[config.mk]
export PLATFORM = sky130hd
export DESIGN_NAME = ulpb_tx_arbiter
export DESIGN_NICKNAME = d
export VERILOG_FILES = /design/src/rtl/ulpb_tx_arbiter.sv
export SDC_FILE = /design/constraint.sdc
export NUM_CORES = 1
export LEC_CHECK = 0
export ABC_AREA = 1
export CELL_PAD_IN_SITES_DETAIL_PLACEMENT = 1
export CELL_PAD_IN_SITES_GLOBAL_PLACEMENT = 1
export CORE_AREA = 2 2 136 138
export DETAILED_ROUTE_END_ITERATION = 6
export DIE_AREA = 0 0 138 140
export PLACE_DENSITY_LB_ADDON = 0.3
export SKIP_LAST_GASP = 1
export SLEW_MARGIN = 20
export SYNTH_ARGS = -nofsm -noshare
export SYNTH_HDL_FRONTEND = slang
export SYNTH_SLANG_ARGS = --single-unit
[constraint.sdc]
create_clock -name CLKIN -period 4.9 [get_ports CLKIN]
set_input_delay 0.49 -clock CLKIN [delete_from_list [all_inputs] [get_ports CLKIN]]
set_output_delay 0.49 -clock CLKIN [all_outputs]
set_load 0.005 [all_outputs]
[src/rtl/ulpb_tx_arbiter.sv]
// Transmit arbiter: grants one of NUM_REQ requesters the bus node (priority first,
// then round-robin) and relays the word handshakes and the message result.
`ifndef ADDR_WIDTH
`define ADDR_WIDTH 8
`endif
`ifndef DATA_WIDTH
`define DATA_WIDTH 32
`endif

module ulpb_tx_arbiter #(
  parameter int NUM_REQ = 4,
  parameter int PTR_W   = 2
) (
  input  logic                             CLKIN,
  input  logic                             RESETn,
  input  logic [NUM_REQ*`ADDR_WIDTH-1:0]   REQ_TX_ADDR,
  input  logic [NUM_REQ*`DATA_WIDTH-1:0]   REQ_TX_DATA,
  input  logic [NUM_REQ-1:0]               REQ_TX_REQ,
  input  logic [NUM_REQ-1:0]               REQ_TX_PEND,
  input  logic [NUM_REQ-1:0]               REQ_PRIORITY,
  input  logic [NUM_REQ-1:0]               REQ_TX_RESP_ACK,
  output logic [NUM_REQ-1:0]               REQ_TX_ACK,
  output logic [NUM_REQ-1:0]               REQ_TX_SUCC,
  output logic [NUM_REQ-1:0]               REQ_TX_FAIL,
  output logic [`ADDR_WIDTH-1:0]           TX_ADDR,
  output logic [`DATA_WIDTH-1:0]           TX_DATA,
  output logic                             TX_REQ,
  output logic                             TX_PEND,
  output logic                             PRIORITY,
  output logic                             TX_RESP_ACK,
  input  logic                             TX_ACK,
  input  logic                             TX_SUCC,
  input  logic                             TX_FAIL,
  output logic [NUM_REQ-1:0]               GRANT,
  output logic                             BUSY
);

  typedef enum logic [2:0] {
    IDLE     = 3'd0,
    SEND     = 3'd1,
    ACKWAIT  = 3'd2,
    NEXT     = 3'd3,
    RESP     = 3'd4,
    RESPDONE = 3'd5
  } state_t;

  state_t                   state_q;
  logic [PTR_W-1:0]         rr_ptr_q;
  logic [PTR_W-1:0]         rr_ptr_d;
  logic [PTR_W-1:0]         gidx_q;
  logic [NUM_REQ-1:0]       grant_q;
  logic [NUM_REQ-1:0]       req_ack_q;
  logic [NUM_REQ-1:0]       req_succ_q;
  logic [NUM_REQ-1:0]       req_fail_q;
  logic [`ADDR_WIDTH-1:0]   tx_addr_q;
  logic [`DATA_WIDTH-1:0]   tx_data_q;
  logic                     tx_req_q;
  logic                     tx_pend_q;
  logic                     prio_q;
  logic                     tx_resp_ack_q;
  logic                     busy_q;

  logic [NUM_REQ-1:0]       cand;
  logic [PTR_W:0]           sum;
  logic [PTR_W-1:0]         win_idx;
  logic                     win_vld;
  logic [PTR_W-1:0]         ld_idx;
  logic [`ADDR_WIDTH-1:0]   ld_addr;
  logic [`DATA_WIDTH-1:0]   ld_data;
  logic                     ld_pend;
  logic                     g_req;
  logic                     g_resp_ack;
  logic                     abort;
  logic                     res_low;

  // Priority requesters form the candidate set when present; scan from rr_ptr with wrap.
  always_comb begin
    cand    = ((REQ_TX_REQ & REQ_PRIORITY) != '0) ? (REQ_TX_REQ & REQ_PRIORITY) : REQ_TX_REQ;
    sum     = '0;
    win_idx = '0;
    win_vld = 1'b0;
    for (int k = 0; k < NUM_REQ; k++) begin
      sum = {1'b0, rr_ptr_q} + (PTR_W+1)'(k);
      if (sum >= (PTR_W+1)'(NUM_REQ)) sum = sum - (PTR_W+1)'(NUM_REQ);
      if (!win_vld && cand[sum[PTR_W-1:0]]) begin
        win_vld = 1'b1;
        win_idx = sum[PTR_W-1:0];
      end
    end
  end

  always_comb begin
    ld_idx     = (state_q == IDLE) ? win_idx : gidx_q;
    ld_addr    = REQ_TX_ADDR[int'(ld_idx)*`ADDR_WIDTH +: `ADDR_WIDTH];
    ld_data    = REQ_TX_DATA[int'(ld_idx)*`DATA_WIDTH +: `DATA_WIDTH];
    ld_pend    = REQ_TX_PEND[ld_idx];
    g_req      = |(REQ_TX_REQ & grant_q);
    g_resp_ack = |(REQ_TX_RESP_ACK & grant_q);
    abort      = TX_FAIL && !TX_SUCC;
    res_low    = !TX_SUCC && !TX_FAIL;
    rr_ptr_d   = (gidx_q == PTR_W'(NUM_REQ-1)) ? '0 : gidx_q + 1'b1;
  end

  always_ff @(posedge CLKIN) begin
    if (!RESETn) begin
      state_q       <= IDLE;
      rr_ptr_q      <= '0;
      gidx_q        <= '0;
      grant_q       <= '0;
      req_ack_q     <= '0;
      req_succ_q    <= '0;
      req_fail_q    <= '0;
      tx_addr_q     <= '0;
      tx_data_q     <= '0;
      tx_req_q      <= 1'b0;
      tx_pend_q     <= 1'b0;
      prio_q        <= 1'b0;
      tx_resp_ack_q <= 1'b0;
      busy_q        <= 1'b0;
    end else begin
      case (state_q)
        IDLE: begin
          if (win_vld) begin
            gidx_q    <= win_idx;
            grant_q   <= NUM_REQ'(1) << win_idx;
            tx_addr_q <= ld_addr;
            tx_data_q <= ld_data;
            tx_pend_q <= ld_pend;
            prio_q    <= REQ_PRIORITY[win_idx];
            tx_req_q  <= 1'b1;
            busy_q    <= 1'b1;
            state_q   <= SEND;
          end
        end
        SEND: begin
          if (abort) begin
            tx_req_q   <= 1'b0;
            tx_pend_q  <= 1'b0;
            req_fail_q <= grant_q;
            state_q    <= RESP;
          end else if (TX_ACK) begin
            tx_req_q  <= 1'b0;
            req_ack_q <= grant_q;
            state_q   <= ACKWAIT;
          end
        end
        ACKWAIT: begin
          if (abort) begin
            tx_pend_q  <= 1'b0;
            req_ack_q  <= '0;
            req_fail_q <= grant_q;
            state_q    <= RESP;
          end else begin
            if (TX_SUCC && !tx_pend_q) req_succ_q <= grant_q;
            if (!g_req && !TX_ACK) begin
              req_ack_q <= '0;
              state_q   <= tx_pend_q ? NEXT : RESP;
            end
          end
        end
        NEXT: begin
          // Grant stays locked: only the owner may supply the next word.
          if (abort) begin
            tx_pend_q  <= 1'b0;
            req_fail_q <= grant_q;
            state_q    <= RESP;
          end else if (g_req) begin
            tx_addr_q <= ld_addr;
            tx_data_q <= ld_data;
            tx_pend_q <= ld_pend;
            tx_req_q  <= 1'b1;
            state_q   <= SEND;
          end
        end
        RESP: begin
          if (TX_SUCC)      req_succ_q <= grant_q;
          else if (TX_FAIL) req_fail_q <= grant_q;
          if (g_resp_ack) begin
            tx_resp_ack_q <= 1'b1;
            state_q       <= RESPDONE;
          end
        end
        RESPDONE: begin
          if (res_low) begin
            req_succ_q <= '0;
            req_fail_q <= '0;
          end else if (TX_SUCC) begin
            req_succ_q <= grant_q;
          end else begin
            req_fail_q <= grant_q;
          end
          if (!g_resp_ack) tx_resp_ack_q <= 1'b0;
          if (res_low && !g_resp_ack) begin
            grant_q   <= '0;
            rr_ptr_q  <= rr_ptr_d;
            prio_q    <= 1'b0;
            tx_pend_q <= 1'b0;
            busy_q    <= 1'b0;
            state_q   <= IDLE;
          end
        end
        default: state_q <= IDLE;
      endcase
    end
  end

  assign REQ_TX_ACK  = req_ack_q;
  assign REQ_TX_SUCC = req_succ_q;
  assign REQ_TX_FAIL = req_fail_q;
  assign TX_ADDR     = tx_addr_q;
  assign TX_DATA     = tx_data_q;
  assign TX_REQ      = tx_req_q;
  assign TX_PEND     = tx_pend_q;
  assign PRIORITY    = prio_q;
  assign TX_RESP_ACK = tx_resp_ack_q;
  assign GRANT       = grant_q;
  assign BUSY        = busy_q;

endmodule

Word-level counts from Yosys, hierarchy flattened
Cells that the tools add are included.

word-level totals
  bits in registers = 68
  input bits = 181
  output and inout bits = 61
  word-level logic and storage cells = 187

operators by class
  add/sub/neg operators = 8
  magnitude comparators = 10
  equality and inequality tests = 24
  shift operators = 3
  multiplexer cells = 83
  bitwise operators = 3
  reduce and logical (&&, ||, !) cells = 42

operator list
  kind                  count
  $shiftx A128 B8 Y32   1
  $mux W32              3
  $mux W4               16
  $pmux W32 S2          1
  $shiftx A32 B6 Y8     1
  $mux W3               10
  $mux W8               3
  $ne A2 B2 Y1 const B  12
  $pmux W4 S3           2
  $mux W1               23
  $mux W2               10
  $lt A2 B3 Y1 const B  6
  $pmux W3 S6           1
  $pmux W4 S2           2
  $pmux W8 S2           1
  $reduce_and A5 Y1     3
  $and A4 B4 Y4         3
  $bmux W1 S2           6
  $ne A3 B3 Y1 const B  4
  $ge A3 B3 Y1 const B  3
  $logic_not A1 Y1      9
  $reduce_and A3 Y1     3
  $reduce_bool A3 Y1    3
  $logic_and A1 B1 Y1   8
  other kinds (23)      39

Logic depth before layout (Yosys ltp)
  depth in word-level cells = 21
  depth in mapped cells = 22
  mapped depth without buffers = 21

Worst setup path before layout
OpenSTA, ideal clock, no wires.

  path kind = input-to-reg
  from = in REQ_PRIORITY[1]
  to = reg tx_data_q[1] (netlist: TX_DATA[1])
  library setup time = 109 ps
  data arrival time = 2131 ps
  required time = 4791 ps
  setup slack = 2661 ps
  cell stages on the path = 18
  buffers on the path = 2
  cells stage by stage = nand2_1 > nand2_1 > nor2_4 > nand2_1 > nand3_1 > nand2_1 > nor2_4 > nor2_2 > nand3_2 > nand3_2 > nand2_2 > buf_6 > buf_4 > nand3b_1 > nand3_1 > nand3_1 > nand2_1 > inv_1

on the way
  word-level cells in the longest chain between the ends = 20
  elaborated cells on any way between the ends = 33
  those cells by class = eq/ne: 1; shift: 1; mux: 22; bitwise: 1; reduce/logical: 8

RTL lines
  element                        RTL line  text
  start, declared                20        input logic [NUM_REQ-1:0] REQ_PRIORITY,
  $and A4 B4 Y4 (*)              78        cand = ((REQ_TX_REQ & REQ_PRIORITY) != '0) ? (REQ_TX_REQ & REQ_PRIORITY) : REQ_TX_REQ;
  $reduce_bool A4 Y1             78
  $mux W4 (*)                    78
  $bmux W1 S2                    85        if (!win_vld && cand[sum[PTR_W-1:0]]) begin
  $mux W1 (not written as such)  85
  $mux W1                        85
  $logic_not A1 Y1               85
  $logic_and A1 B1 Y1            85
  [4 not listed]                 -
  $logic_not A1 Y1               85
  $logic_and A1 B1 Y1            85
  $mux W2                        85
  $mux W2                        93        ld_idx = (state_q == IDLE) ? win_idx : gidx_q;
  $shiftx A128 B8 Y32            95        ld_data = REQ_TX_DATA[int'(ld_idx)*`DATA_WIDTH +: `DATA_WIDTH];
  $mux W32                       167       end else if (g_req) begin
  $mux W32                       163       if (abort) begin
  $pmux W32 S2                   121       case (state_q)
  end signal, assigned           127       tx_data_q <= ld_data;
  end signal, assigned           169       tx_data_q <= ld_data;
  end, declared                  56        logic [`DATA_WIDTH-1:0] tx_data_q;

Mark *: on every way between the ends. The rest lies on a longest branch, timed or not. The select of a mux whose other input is x is not followed.
A chain may end at the register's enable or synchronous reset.

Final worst setup path
  from = in REQ_PRIORITY[1]
  to = reg tx_pend_q (netlist: TX_PEND)

on the way
  word-level cells in the longest chain between the ends = 21
  elaborated cells on any way between the ends = 34
  those cells by class = eq/ne: 1; mux: 24; bitwise: 1; reduce/logical: 8

RTL lines
  element                        RTL line  text
  $and A4 B4 Y4 (*)              78
  $reduce_bool A4 Y1             78
  $mux W4 (*)                    78
  $bmux W1 S2                    85
  $mux W1 (not written as such)  85
  $mux W1                        85
  $logic_not A1 Y1               85
  $logic_and A1 B1 Y1            85
  [5 not listed]                 -
  $logic_and A1 B1 Y1            85
  $mux W2                        85
  $mux W2                        93
  $bmux W1 S2                    96        ld_pend = REQ_TX_PEND[ld_idx];
  $mux W1 (not written as such)  96
  $mux W1                        167
  $mux W1                        163
  $pmux W1 S4                    121
  end signal, assigned           128       tx_pend_q <= ld_pend;
  end signal, assigned           170       tx_pend_q <= ld_pend;
  end, declared                  58        logic tx_pend_q;

Marked as above.

==> flow_summary.yaml <==
run_status:
  outcome: "complete, no violations"
synth:
  syn-num-nets: 1043
  ys_ff_latch: 68
  synth-seq-area-share_pct: 26.6
  synth_cell_types: 30
  postSynthAreaPerCell_um2: 5.93
  yosysWarnings: 0
  ys_async_sr_fraction_pct: 0
  synth_flop_cell: "dfxtp_1"
  synth_edf_count: 0
  syn-cell-area_mm2: 0.00511
  syn_inst: 861
sta:
  slew_headroom_pct: 34.2
  worstMarginPinSlew_ns: 0.986
  skew_ns: 0.00888
  drv_slew: 0
  setup_viol: 0
  hold_violations: 0
  rsz0062_at_grt: "no"
  period_needed_ns: 3.40
  finalCritPeriodShare_pct: 69.3
  tns_ns: 0
  clock.fmax_mhz: 294
final_layout:
  layout_commonest_cell: "nand2_1"
  layout-drive-gt1-share_pct: 3.99
  final_util_pct: 44.3
  area_growth_pct: 54.0
  final_cell_mix: "nand2_1 (279), clkdlybuf4s50_1 (240), nand3_1 (153), inv_1 (123), dfxtp_1 (68)"
  fillers: 2335
  n_antenna_cell: 0
  instances_no_fill: 1306
  fin_area_mm2: 0.00787
  fin_nets: 1254
grt:
  grt_pass1_vias: 6169
  antenna_found_initial: 0
  track_usage_pct: 20.2
  grt_max_degree: 83
  grt_pass1_wl_um: 31800
  overflow: 0
floorplanning:
  die_w_um: 138
  initial_core_util_pct: 28.7
  rows: 49
  die-area_mm2: 0.0193
  core_area_mm2: 0.0178
  die_y_um: 140
  ioPinCount: 242
power_and_ir_drop:
  leakage_nw: 3.76
  peakVddDrop_uv: 253
  total_power_mw: 4.22
  power-per-cell-area_mw_per_mm2: 536
placement:
  dp.cells: 1290
  hpwl_um: 14800
  gp_congestion: 0.837
  place_area_mm2: 0.00759
  io_buffers: 241
cts:
  cts_setup_buffers: 0
  cts_tree: "yes"
  cts_buffers: 9
  post_cts_resized: 0
  clk_latency_ns: 0.34
  cts_buffer_depth: 2
  cts_root_buffer: "clkbuf_16"
  htree_levels: 3
  clk_pin_slew_worst_paths_ns: 0.06
  ctsHoldBuffers: 0
  cts_sinks: 68
routing:
  drc: 0
  dr.pass1.iters: 4
  via_per_inst: 4.68
  drt_iter0_drc: 206
  wirelength_um: 19700
  dr_total_vias: 6106
  antenna_left: 0
  routedWlPerCell_um: 15.1
critical_path:
  required_ns: 5.16
  critPathKind: "in -> reg"
  crit_chain: "clkdlybuf4s50_1 > nand2_1 > nand2_1 > nor2_4 > nand2_1 > nand2_1 > nand2_1 > nand2_1 > inv_2 > nand2_1 > nand2_1 > nand2_1 > nand2_1 > nand3_2 > nand2_2 > nand2_2 > buf_4 > nand2_1 > nand3_1 > nand3_1 > a21oi_1"
  endpoint_kind: "register"
  path_common_cell: "nand2_1"
  crit_path_max_incr_delay_ns: 0.52
  crit_arrival_ns: 3.66
  cp_max_fo: 38
  critPathLaunchType: "input pin"
  crit_slowest_cell: "nand2_2"
hold_path:
  hp-class: "reg -> reg"
flow_run:
  maxCapViolCount: 0
-- cells in the mapped netlist (5+ instances only) --
| cell | n | share of area, % |
|---|---|---|
| dfxtp_1 | 68 | 27 |
| buf_2 | 18 | 1.8 |
| nand2_1 | 280 | 21 |
| a21oi_1 | 28 | 2.7 |
| buf_6 | 5 | 1.1 |
| nand3b_1 | 40 | 5.9 |
| buf_4 | 10 | 1.5 |
| clkbuf_1 | 14 | 1.0 |
| o21ai_0 | 12 | 1.2 |
| o21a_1 | 41 | 6.0 |
| a211oi_1 | 5 | 0.73 |
| inv_1 | 123 | 9.0 |
| nand3_1 | 153 | 15 |
| inv_2 | 5 | 0.37 |
| nor2_1 | 33 | 2.4 |
-- sequential cells by signal (all words and copies together) (netlist names) --
| name | cells |
|---|---|
| TX_ADDR | 8 |
| PRIORITY | 1 |
| state_q | 3 |
| REQ_TX_SUCC | 4 |
| REQ_TX_ACK | 4 |
| TX_RESP_ACK | 1 |
| TX_REQ | 1 |
| rr_ptr_q | 2 |
| gidx_q | 2 |
| REQ_TX_FAIL | 4 |
| TX_DATA | 32 |
| BUSY | 1 |
| GRANT | 4 |
| TX_PEND | 1 |
-- worst max-delay path: cells and delay by family --
family / cells / cell delay [ns]
and+or+nand+nor: 17 / 2.13
AOI/OAI and AO/OA: 1 / 0.15
buffers and inverters: 3 / 0.88
-- final cells by class --
cell class | count | area [um2] | area share, %
Timing Repair Buffer | 249 | 2470 | 31.4
Multi-Input combinational cell | 616 | 3000 | 38.1
Sequential cell | 68 | 1360 | 17.3
Clock inverter | 7 | 51.3 | 0.652
Clock buffer | 9 | 225 | 2.86
Inverter | 128 | 480 | 6.11
Tap cell | 229 | 287 | 3.64
-- where the power goes --
| part | switching, mW | internal (mW) |
|---|---|---|
| clock network | 0.264 | 0.344 |
| logic | 1.65 | 1.10 |
| registers | 0.116 | 0.742 |
| total | 2.03 | 2.19 |
-- logic make-up after synthesis --
kind of cell               count (synthesis)  share of synthesized area (%)
AOI/OAI and AO/OA                         96                           12.4
adders and majority gates                  1                          0.245
buffers and inverters                    177                           14.9
DFF                                       68                           26.6
and+or+nand+nor                          519                           45.8
-- final timing paths --
check / startpoint / end / slack (ns) / depth (start not counted)
setup / recovery: REQ_PRIORITY[1] / TX_PEND / 1.50 / 21
hold / removal: REQ_TX_ACK[1] / REQ_TX_ACK[1] / 0.47 / 2
setup reg to reg: rr_ptr_q[0] / TX_PEND / 1.83 / 15
hold reg to reg: REQ_TX_ACK[1] / REQ_TX_ACK[1] / 0.47 / 2
-- per-stage QoR --
| stage | setup WS (ns) | hold WS [ns] |
|---|---|---|
| after CTS | 1.45 | 0.468 |
| after detailed placement | 1.11 | 0.458 |
| after floorplan | 2.66 | 0.457 |
| after global placement | 1.20 | 0.450 |
| final | 1.50 | 0.470 |
| after global routing | 1.17 | 0.487 |
-- layer usage --
metal	up-vias	share of wire, %	track usage (%)	routed length [um]
met4	0	1.1	4.99	210
met2	158	49	35.7	9670
met5	-	0	0	0
li1	3155	-	-	-
met3	15	7.7	7.18	1520
met1	2778	42	23.4	8280
Power figures use the tool's default switching activity.
